`src/rtl/uio_arb_pkg.sv`:
```
// Shared types and constants for the uio pad-bus arbiter.
package uio_arb_pkg;

    localparam int unsigned BUS_W = 8;

    localparam logic [BUS_W-1:0] OE_DRIVE   = 8'hFF;
    localparam logic [BUS_W-1:0] OE_RELEASE = 8'h00;

    localparam logic DIR_RD = 1'b0;
    localparam logic DIR_WR = 1'b1;

    typedef enum logic [1:0] {
        IDLE,
        TURN,
        XFER
    } arb_state_t;

    function automatic logic [BUS_W-1:0] oe_for_dir(input logic dir);
        return (dir == DIR_WR) ? OE_DRIVE : OE_RELEASE;
    endfunction

endpackage

```
`src/rtl/uio_bus_arbiter_rr_pick.sv`:
```
// Combinational round-robin picker: first requester at or after rr_ptr, cyclic.
module rr_pick #(
    parameter int unsigned NUM_REQ = 3,
    parameter int unsigned PTR_W   = 2
) (
    input  logic [NUM_REQ-1:0] req,
    input  logic [PTR_W-1:0]   rr_ptr,
    output logic [NUM_REQ-1:0] winner,
    output logic               any_valid
);

    logic        found;
    logic [31:0] ptr_ext;

    assign ptr_ext   = 32'(rr_ptr);
    assign any_valid = |req;

    // Two passes: upper segment [ptr..N-1] first, then wrap to [0..ptr-1].
    always_comb begin
        winner = '0;
        found  = 1'b0;
        for (int unsigned i = 0; i < NUM_REQ; i++) begin
            if (!found && (i >= ptr_ext) && req[i]) begin
                winner[i] = 1'b1;
                found     = 1'b1;
            end
        end
        for (int unsigned i = 0; i < NUM_REQ; i++) begin
            if (!found && (i < ptr_ext) && req[i]) begin
                winner[i] = 1'b1;
                found     = 1'b1;
            end
        end
    end

endmodule

```
`src/rtl/uio_bus_arbiter.sv`:
```
// Round-robin arbiter sharing the bidirectional uio pad bus between NUM_REQ
// engines, with bounded hold per grant and bus turnaround on direction change.
module uio_bus_arbiter
    import uio_arb_pkg::*;
#(
    parameter int unsigned NUM_REQ    = 3,
    parameter int unsigned MAX_HOLD   = 4,
    parameter int unsigned TURNAROUND = 1
) (
    input  logic                     clk,
    input  logic                     rst,
    input  logic                     ena,
    input  logic [NUM_REQ-1:0]       req,
    input  logic [NUM_REQ-1:0]       req_wr,
    input  logic [BUS_W*NUM_REQ-1:0] req_wdata,
    input  logic [NUM_REQ-1:0]       req_last,
    output logic [NUM_REQ-1:0]       gnt,
    output logic [NUM_REQ-1:0]       beat,
    output logic [BUS_W-1:0]         rdata,
    output logic                     rvalid,
    output logic                     busy,
    input  logic [BUS_W-1:0]         uio_in,
    output logic [BUS_W-1:0]         uio_out,
    output logic [BUS_W-1:0]         uio_oe
);

    localparam int unsigned PTR_W  = (NUM_REQ > 1) ? $clog2(NUM_REQ) : 1;
    localparam int unsigned CNT_W  = 4;
    localparam int unsigned TURN_W = 2;

    arb_state_t          state;
    logic [PTR_W-1:0]    rr_ptr;
    logic                bus_dir;
    logic                grant_dir;
    logic [CNT_W-1:0]    beat_cnt;
    logic [TURN_W-1:0]   turn_cnt;
    logic [BUS_W-1:0]    wdata_q;

    logic [NUM_REQ-1:0]  win_oh;
    logic                win_any;
    logic [PTR_W-1:0]    win_idx;
    logic [PTR_W-1:0]    next_ptr;
    logic                win_wr;
    logic                g_req;
    logic                g_last;
    logic [BUS_W-1:0]    g_wdata;
    logic                xfer_beat;
    logic                hold_done;

    rr_pick #(
        .NUM_REQ (NUM_REQ),
        .PTR_W   (PTR_W)
    ) u_pick (
        .req       (req),
        .rr_ptr    (rr_ptr),
        .winner    (win_oh),
        .any_valid (win_any)
    );

    always_comb begin
        win_idx = '0;
        for (int unsigned i = 0; i < NUM_REQ; i++) begin
            if (win_oh[i]) win_idx = PTR_W'(i);
        end
    end

    assign next_ptr = (win_idx == PTR_W'(NUM_REQ - 1)) ? '0 : win_idx + PTR_W'(1);
    assign win_wr   = |(win_oh & req_wr);
    assign g_req    = |(gnt & req);
    assign g_last   = |(gnt & req_last);

    always_comb begin
        g_wdata = '0;
        for (int unsigned i = 0; i < NUM_REQ; i++) begin
            if (gnt[i]) g_wdata = req_wdata[BUS_W*i +: BUS_W];
        end
    end

    assign xfer_beat = (state == XFER) && g_req;
    assign hold_done = (beat_cnt == CNT_W'(MAX_HOLD - 1));
    assign beat      = xfer_beat ? gnt : '0;
    assign busy      = (state != IDLE);

    // Idle bus stays parked in the last direction unless the design is disabled.
    always_comb begin
        uio_oe = OE_RELEASE;
        unique case (state)
            IDLE:    uio_oe = ena ? oe_for_dir(bus_dir) : OE_RELEASE;
            TURN:    uio_oe = OE_RELEASE;
            XFER:    uio_oe = oe_for_dir(bus_dir);
            default: uio_oe = OE_RELEASE;
        endcase
    end

    assign uio_out = (xfer_beat && (bus_dir == DIR_WR)) ? g_wdata : wdata_q;

    always_ff @(posedge clk) begin
        if (rst) begin
            state     <= IDLE;
            gnt       <= '0;
            rr_ptr    <= '0;
            bus_dir   <= DIR_RD;
            grant_dir <= DIR_RD;
            beat_cnt  <= '0;
            turn_cnt  <= '0;
            wdata_q   <= '0;
            rdata     <= '0;
            rvalid    <= 1'b0;
        end else begin
            rvalid <= 1'b0;
            unique case (state)
                IDLE: begin
                    if (!ena) begin
                        bus_dir <= DIR_RD;
                    end else if (win_any) begin
                        gnt       <= win_oh;
                        rr_ptr    <= next_ptr;
                        grant_dir <= win_wr;
                        beat_cnt  <= '0;
                        turn_cnt  <= '0;
                        state     <= (win_wr != bus_dir) ? TURN : XFER;
                    end
                end
                TURN: begin
                    if (turn_cnt == TURN_W'(TURNAROUND - 1)) begin
                        bus_dir <= grant_dir;
                        state   <= XFER;
                    end else begin
                        turn_cnt <= turn_cnt + TURN_W'(1);
                    end
                end
                XFER: begin
                    if (!g_req) begin
                        state    <= IDLE;
                        gnt      <= '0;
                        beat_cnt <= '0;
                    end else begin
                        beat_cnt <= beat_cnt + CNT_W'(1);
                        if (bus_dir == DIR_WR) begin
                            wdata_q <= g_wdata;
                        end else begin
                            rdata  <= uio_in;
                            rvalid <= 1'b1;
                        end
                        if (g_last || hold_done || !ena) begin
                            state    <= IDLE;
                            gnt      <= '0;
                            beat_cnt <= '0;
                        end
                    end
                end
                default: begin
                    state <= IDLE;
                    gnt   <= '0;
                end
            endcase
        end
    end

endmodule

```
`config.mk`:
```
export PLATFORM = sky130hd
export DESIGN_NAME = uio_bus_arbiter
export DESIGN_NICKNAME = d
export VERILOG_FILES = /design/src/rtl/uio_arb_pkg.sv /design/src/rtl/uio_bus_arbiter_rr_pick.sv /design/src/rtl/uio_bus_arbiter.sv
export SDC_FILE = /design/constraint.sdc
export NUM_CORES = 1
export LEC_CHECK = 0
export ABC_AREA = 1
export CORE_ASPECT_RATIO = 0.6
export CORE_UTILIZATION = 39
export DETAILED_ROUTE_END_ITERATION = 8
export PLACE_DENSITY = 0.84
export SKIP_CTS_REPAIR_TIMING = 1
export SLEW_MARGIN = 20
export SYNTH_ARGS = -nofsm -noshare
export SYNTH_HDL_FRONTEND = slang
export SYNTH_SLANG_ARGS = --single-unit
```
`constraint.sdc`:
```
create_clock -name clk -period 1.9 [get_ports clk]
set_clock_uncertainty 0.1 [all_clocks]
set_input_delay 0.38 -clock clk [delete_from_list [all_inputs] [get_ports clk]]
set_output_delay 0.38 -clock clk [all_outputs]
set_load 0.005 [all_outputs]
```
==> results.sh, run 1 <==
export IMPL_status="finished, violations left"
export IMPL_failed_checks="negative setup slack"
export IMPL_wirelength_microns=7270
export IMPL_groute_usage_overall=0.200
export IMPL_netlist_top_cells_area="dfxtp_1, nand2_1, o221ai_2"
export IMPL_grt_max_degree=21
export IMPL_worstPathArrival_ns=1.64
export IMPL_power_leakage_nw=1.70
export IMPL_synth_top_flop_cell="dfxtp_1"
export IMPL_grt_busiest_layer="met2"
export IMPL_grt_first_pass_wirelength_microns=8130
export IMPL_synthAdderAreaFrac=0.0133
export IMPL_fin_ws_ns=-0.219
export IMPL_synthMostInstantiatedCell="nand2_1"
export IMPL_overflow=0
export IMPL_grt_util_met2=0.335
export IMPL_synth_seq_area_share=0.341
export IMPL_peakVddDrop_v=0.000366
export IMPL_pre_cts_ws_ns=-0.656
export IMPL_cts_root_buf="clkbuf_8"
export IMPL_finalCritPeriodShare=1.12
export IMPL_numPortBuffers=75
export IMPL_synth_edf_count=0
export IMPL_cp_required_ns=1.42
export IMPL_die_y_microns=55.8
export IMPL_synth_top_cell_by_area="dfxtp_1"
export IMPL_synth_avg_cell_area_sq_um=7.07
export IMPL_syn2layout_area_growth_pct=78.5
export IMPL_critPathMaxFanout=3
export IMPL_use_met1=0.255
export IMPL_cp_num_buf_inv=4
export IMPL_antenna_found_initial=0
export IMPL_drive_gt1_frac=0.334
export IMPL_synthCells=266
export IMPL_n_antenna_cell=0
export IMPL_synthSimpleGateAreaFrac=0.356
export IMPL_die_w_microns=91.6
export IMPL_startpoint_type="register"
export IMPL_synth_distinct_cells=30
export IMPL_dieArea_sq_um=5110
export IMPL_first_global_vias=1854
export IMPL_clkTransAtPathRegs_ns=0.07
export IMPL_clk_latency_ns=0.29
export IMPL_rows=19
export IMPL_clockBufferDepth=2
export IMPL_initial_utilization=0.410
export IMPL_power_per_cell_area_nw_per_um2=592
export IMPL_grt_use_met3=0.0615
export IMPL_synth_top_family_by_area="simple AND/OR/NAND/NOR gates"
export IMPL_critPathKind="reg -> out"
export IMPL_yosys_warnings=0
export IMPL_netlist_area_leader_share=0.341
export IMPL_rsz0062_at_grt="true"
export IMPL_dpl_hpwl_microns=3920
export IMPL_setup_tns_ns=-1.11
export IMPL_cp_slowest_stage_delay_ns=0.35
export IMPL_endpoint_kind="primary output"
export IMPL_synth_compound_area_share=0.175
export IMPL_synth_mux_area_frac=0
export IMPL_drtAntennaViolNets=0
export IMPL_hold_viol=0
export IMPL_synthTopCellsByCount="nand2_1, dfxtp_1, inv_1"
export IMPL_cts_max_level=2
export IMPL_finalCriticalPeriod_ns=2.12
export IMPL_hold_path_class="reg -> reg"
export IMPL_finalNetCount=434
export IMPL_power_total_w=0.00199
export IMPL_cap_violations=0
export IMPL_finalWeightedCongestion=0.863
export IMPL_netlist_area_sq_um=1880
export IMPL_synthXorXnorAreaFrac=0
export IMPL_vias=2311
export IMPL_relSlewSlack=0.776
export IMPL_async_flop_share=0
export IMPL_maxSlewViolCount=0
export IMPL_drc=0
export IMPL_tightest_slew_ns=0.335
export IMPL_cts_buffers=5
export IMPL_crit_chain="nand2_1, nand3_2, nand2_4, buf_6, nor2_4, buf_6, buf_4, o221ai_2, nand2_1, buf_2"
export IMPL_first_pass_iters=4
export IMPL_cts_sinks=32
export IMPL_core_area_sq_um=4590
export IMPL_r2r_setup_slack_ns=0.21
export IMPL_setup_violations_final=9
export IMPL_fmax_mhz=472
export IMPL_tritoncts="done"
export IMPL_crit_family="buffers and inverters"
export IMPL_post_drt_wl_per_cell_microns=16.1
export IMPL_synth_fp_nets=312
export IMPL_io_pins=76
export IMPL_vias_per_cell=5.11
export IMPL_critPathSlowestCell="dfxtp_1"
export IMPL_drt_iter0_drc=138
export IMPL_ys_seq_elements=32
[stage by stage]
stage / util / cell area (sq um) / cells / hold WS (ns)
after detailed placement: 0.623 / 2860 / 418 / 0.355
after global routing: 0.731 / 3350 / 452 / 0.384
after floorplan: - / 1880 / 266 / 0.339
after CTS: 0.643 / 2950 / 426 / 0.368
after global placement: 0.623 / 2860 / 418 / 0.347
final: 0.731 / 3350 / 452 / 0.363
[flip-flops by register name (all words and copies together) (netlist names), 2 cells and up]
| register | flops |
|---|---|
| rr_ptr | 2 |
| rdata | 8 |
| beat_cnt | 4 |
| wdata_q | 8 |
| state | 2 |
| gnt | 3 |
| turn_cnt | 2 |
[cell type report]
cell class	instances	area, sq um
timing repair buffer	129	1270
fill	308	1230
multi-input combinational	187	1120
sequential	32	646
inverter	33	145
clock buffer	6	82.6
tap	63	78.8
clock inverter	2	10.0
[cell families after synthesis]
| kind of cell | Yosys count |
|---|---|
| compound gates | 43 |
| fa+ha+maj | 2 |
| buf+inv | 48 |
| flops | 32 |
| simple gates | 141 |
[per-layer routing]
metal  up-vias  wire (microns)
met4         0             345
met1      1059            2920
met3        30             567
met2       122            3440
met5         -               0
li1       1100               -
[worst reg2reg max path, stage by stage (launching register included)]
cell,delay [ns]
dfxtp_2,0.33
buf_4,0.13
buf_4,0.15
nor2_4,0.09
inv_1,0.06
nor2_2,0.30
inv_1,0.17
o21ai_1,0.20
inv_1,0.06
[power breakdown]
| group | leakage, nW | internal, W | total [W] | switching, W |
|---|---|---|---|---|
| combinational | 1.39 | 0.000343 | 0.000705 | 0.000362 |
| clock | 0.0510 | 0.000289 | 0.000549 | 0.000260 |
| sequential | 0.261 | 0.000704 | 0.000732 | 0.0000280 |
| total | 1.70 | 0.00134 | 0.00199 | 0.000650 |
[layout by cell type (no fill, tap or decap), drive strengths merged]
master	n
a21oi	25
nor3	3
clkinvlp	1
clkdlybuf4s50	51
clkinv	3
nand4	2
nor2	28
nand3	19
dlymetal6s2s	15
ha	2
o21ai	5
inv	31
clkbuf	12
a211oi	5
nand2	90
dfxtp	32
buf	57
o221ai	8
[path summary, 6_finish.rpt]
kind / endpoint / startpoint / cells after the start
hold reg to reg: rdata[0] / rdata[0] / 2
setup / recovery: uio_out[7] / gnt[0] / 10
setup reg to reg: grant_dir / state[1] / 8
hold / removal: rdata[0] / rdata[0] / 2
Power figures use the tool's default switching activity.
==> inputs of run 2 (changes only) <==
--- a/config.mk
+++ b/config.mk
@@ -7,6 +7,7 @@
 export LEC_CHECK = 0
 export ABC_AREA = 1
 export CORE_ASPECT_RATIO = 0.6
+export CORE_MARGIN = 3
 export CORE_UTILIZATION = 39
 export DETAILED_ROUTE_END_ITERATION = 8
 export PLACE_DENSITY = 0.84
==> run 2 against run 1 <==
Effect of this change: the run still ends with negative setup slack left; routed wire length decreased by 10%; non-clock buffer count decreased by 7; critical path type unchanged; core utilization grew 1.5 points; die area up 12%; largest power group unchanged; via count fell by 4.4%; combinational power rose by 3.1%; flip-flop and latch count unchanged; first-iteration DRC count is 5.1% higher.
==> results.sh, run 2 (synthesis results as in run 1) <==
export IMPL_status="finished, violations left"
export IMPL_failed_checks="negative setup slack"
export IMPL_crit_top_cell="buf_6"
export IMPL_io_pins=76
export IMPL_rows=18
export IMPL_critPathKind="reg -> out"
export IMPL_setup_tns_ns=-1.83
export IMPL_finalWeightedCongestion=0.783
export IMPL_cts_max_level=2
export IMPL_finalCritPeriodShare=1.11
export IMPL_drt_iter0_drc=145
export IMPL_drtAntennaViolNets=0
export IMPL_vias_per_cell=5.01
export IMPL_groute_usage_overall=0.192
export IMPL_power_total_w=0.00204
export IMPL_overflow=0
export IMPL_dieArea_sq_um=5710
export IMPL_die_w_microns=95.6
export IMPL_n_antenna_cell=0
export IMPL_cp_slowest_stage_delay_ns=0.34
export IMPL_drive_gt1_frac=0.333
export IMPL_final_core_util=0.746
export IMPL_grt_first_pass_wirelength_microns=8470
export IMPL_wirelength_microns=6520
export IMPL_die_y_microns=59.8
export IMPL_tightest_slew_ns=0.305
export IMPL_layout_cells_non_filler=441
export IMPL_clk_latency_ns=0.29
export IMPL_dpl_hpwl_microns=4210
export IMPL_initial_utilization=0.430
export IMPL_cap_violations=0
export IMPL_clockBufferDepth=2
export IMPL_most_common_layout_cells="nand2_1, clkdlybuf4s50_1, buf_4"
export IMPL_critPathMaxFanout=3
export IMPL_post_drt_wl_per_cell_microns=14.8
export IMPL_power_leakage_nw=1.57
export IMPL_grt_max_degree=29
export IMPL_timing_hold_ws_ns=0.363
export IMPL_vias=2209
export IMPL_reg_largest_list="rdata (8), wdata_q (8), beat_cnt (4)"
export IMPL_first_pass_iters=4
export IMPL_cp_required_ns=1.42
export IMPL_hold_viol=0
export IMPL_core_area_sq_um=4370
export IMPL_cts_sinks=32
export IMPL_tritoncts="done"
export IMPL_critPathSlowestCell="dfxtp_2"
export IMPL_antenna_found_initial=0
export IMPL_dp_cells=413
export IMPL_numPortBuffers=75
export IMPL_syn2layout_area_growth_pct=73.5
export IMPL_finalCriticalPeriod_ns=2.10
export IMPL_finalNetCount=427
export IMPL_relSlewSlack=0.796
export IMPL_cts_buffers=5
export IMPL_clkTransAtPathRegs_ns=0.07
export IMPL_rsz0062_at_grt="true"
export IMPL_cts_root_buf="clkbuf_8"
export IMPL_hold_path_class="reg -> reg"
export IMPL_fin_ws_ns=-0.201
export IMPL_fmax_mhz=476
export IMPL_crit_chain="inv_2, buf_6, nor2_4, nand2_4, nor2_8, buf_6, buf_4, o221ai_2, nand2_1, clkbuf_2"
export IMPL_setup_violations_final=12
export IMPL_first_global_vias=1845
export IMPL_startpoint_type="register"
export IMPL_worstPathArrival_ns=1.62
export IMPL_endpoint_kind="primary output"
export IMPL_peakVddDrop_v=0.000363
export IMPL_final_common_cell="nand2_1"
export IMPL_drc=0
export IMPL_power_per_cell_area_nw_per_um2=625
export IMPL_maxSlewViolCount=0
## run 2: routing by layer
metal / track usage / wire length (microns) / vias up
li1: - / - / 1086
met1: 0.271 / 2980 / 1029
met2: 0.286 / 2980 / 83
met3: 0.0528 / 456 / 11
met4: 0.0547 / 108 / 0
met5: 0 / 0 / -
## run 2: path summary, 6_finish.rpt
check / startpoint / to / slack (ns) / depth (start not counted)
worst max-delay path: state[1] / uio_out[0] / -0.20 / 10
worst min-delay path: turn_cnt[1] / turn_cnt[1] / 0.36 / 2
worst max register to register: gnt[2] / gnt[0] / 0.20 / 9
worst min register to register: turn_cnt[1] / turn_cnt[1] / 0.36 / 2
## run 2: per-stage QoR
step	setup WS (ns)	cell area, sq um
floorplan	0.149	1880
global placement	-0.714	2850
detailed placement	-0.801	2850
CTS	-0.807	2950
global route	-0.254	3260
finish	-0.201	3260
## run 2: critical path: cells and delay by family (launching register included)
kind	cells	cell delay [ns]
AOI/OAI and AO/OA	1	0.08
buffers and inverters	5	0.48
and+or+nand+nor	4	0.41
DFF	1	0.34
## run 2: power by group
part	internal, W	switching, W	total, W	leakage (nW)
registers	0.000707	0.0000273	0.000734	0.262
logic	0.000369	0.000358	0.000727	1.26
clock network	0.000323	0.000256	0.000578	0.0503
total	0.00140	0.000641	0.00204	1.57
## run 2: final cells by class
class | count | area (sq um)
timing repair buffer | 122 | 1190
tap | 60 | 75.1
inverter | 33 | 143
multi-input combinational | 187 | 1110
fill | 307 | 1110
sequential | 32 | 651
clock buffer | 7 | 96.3
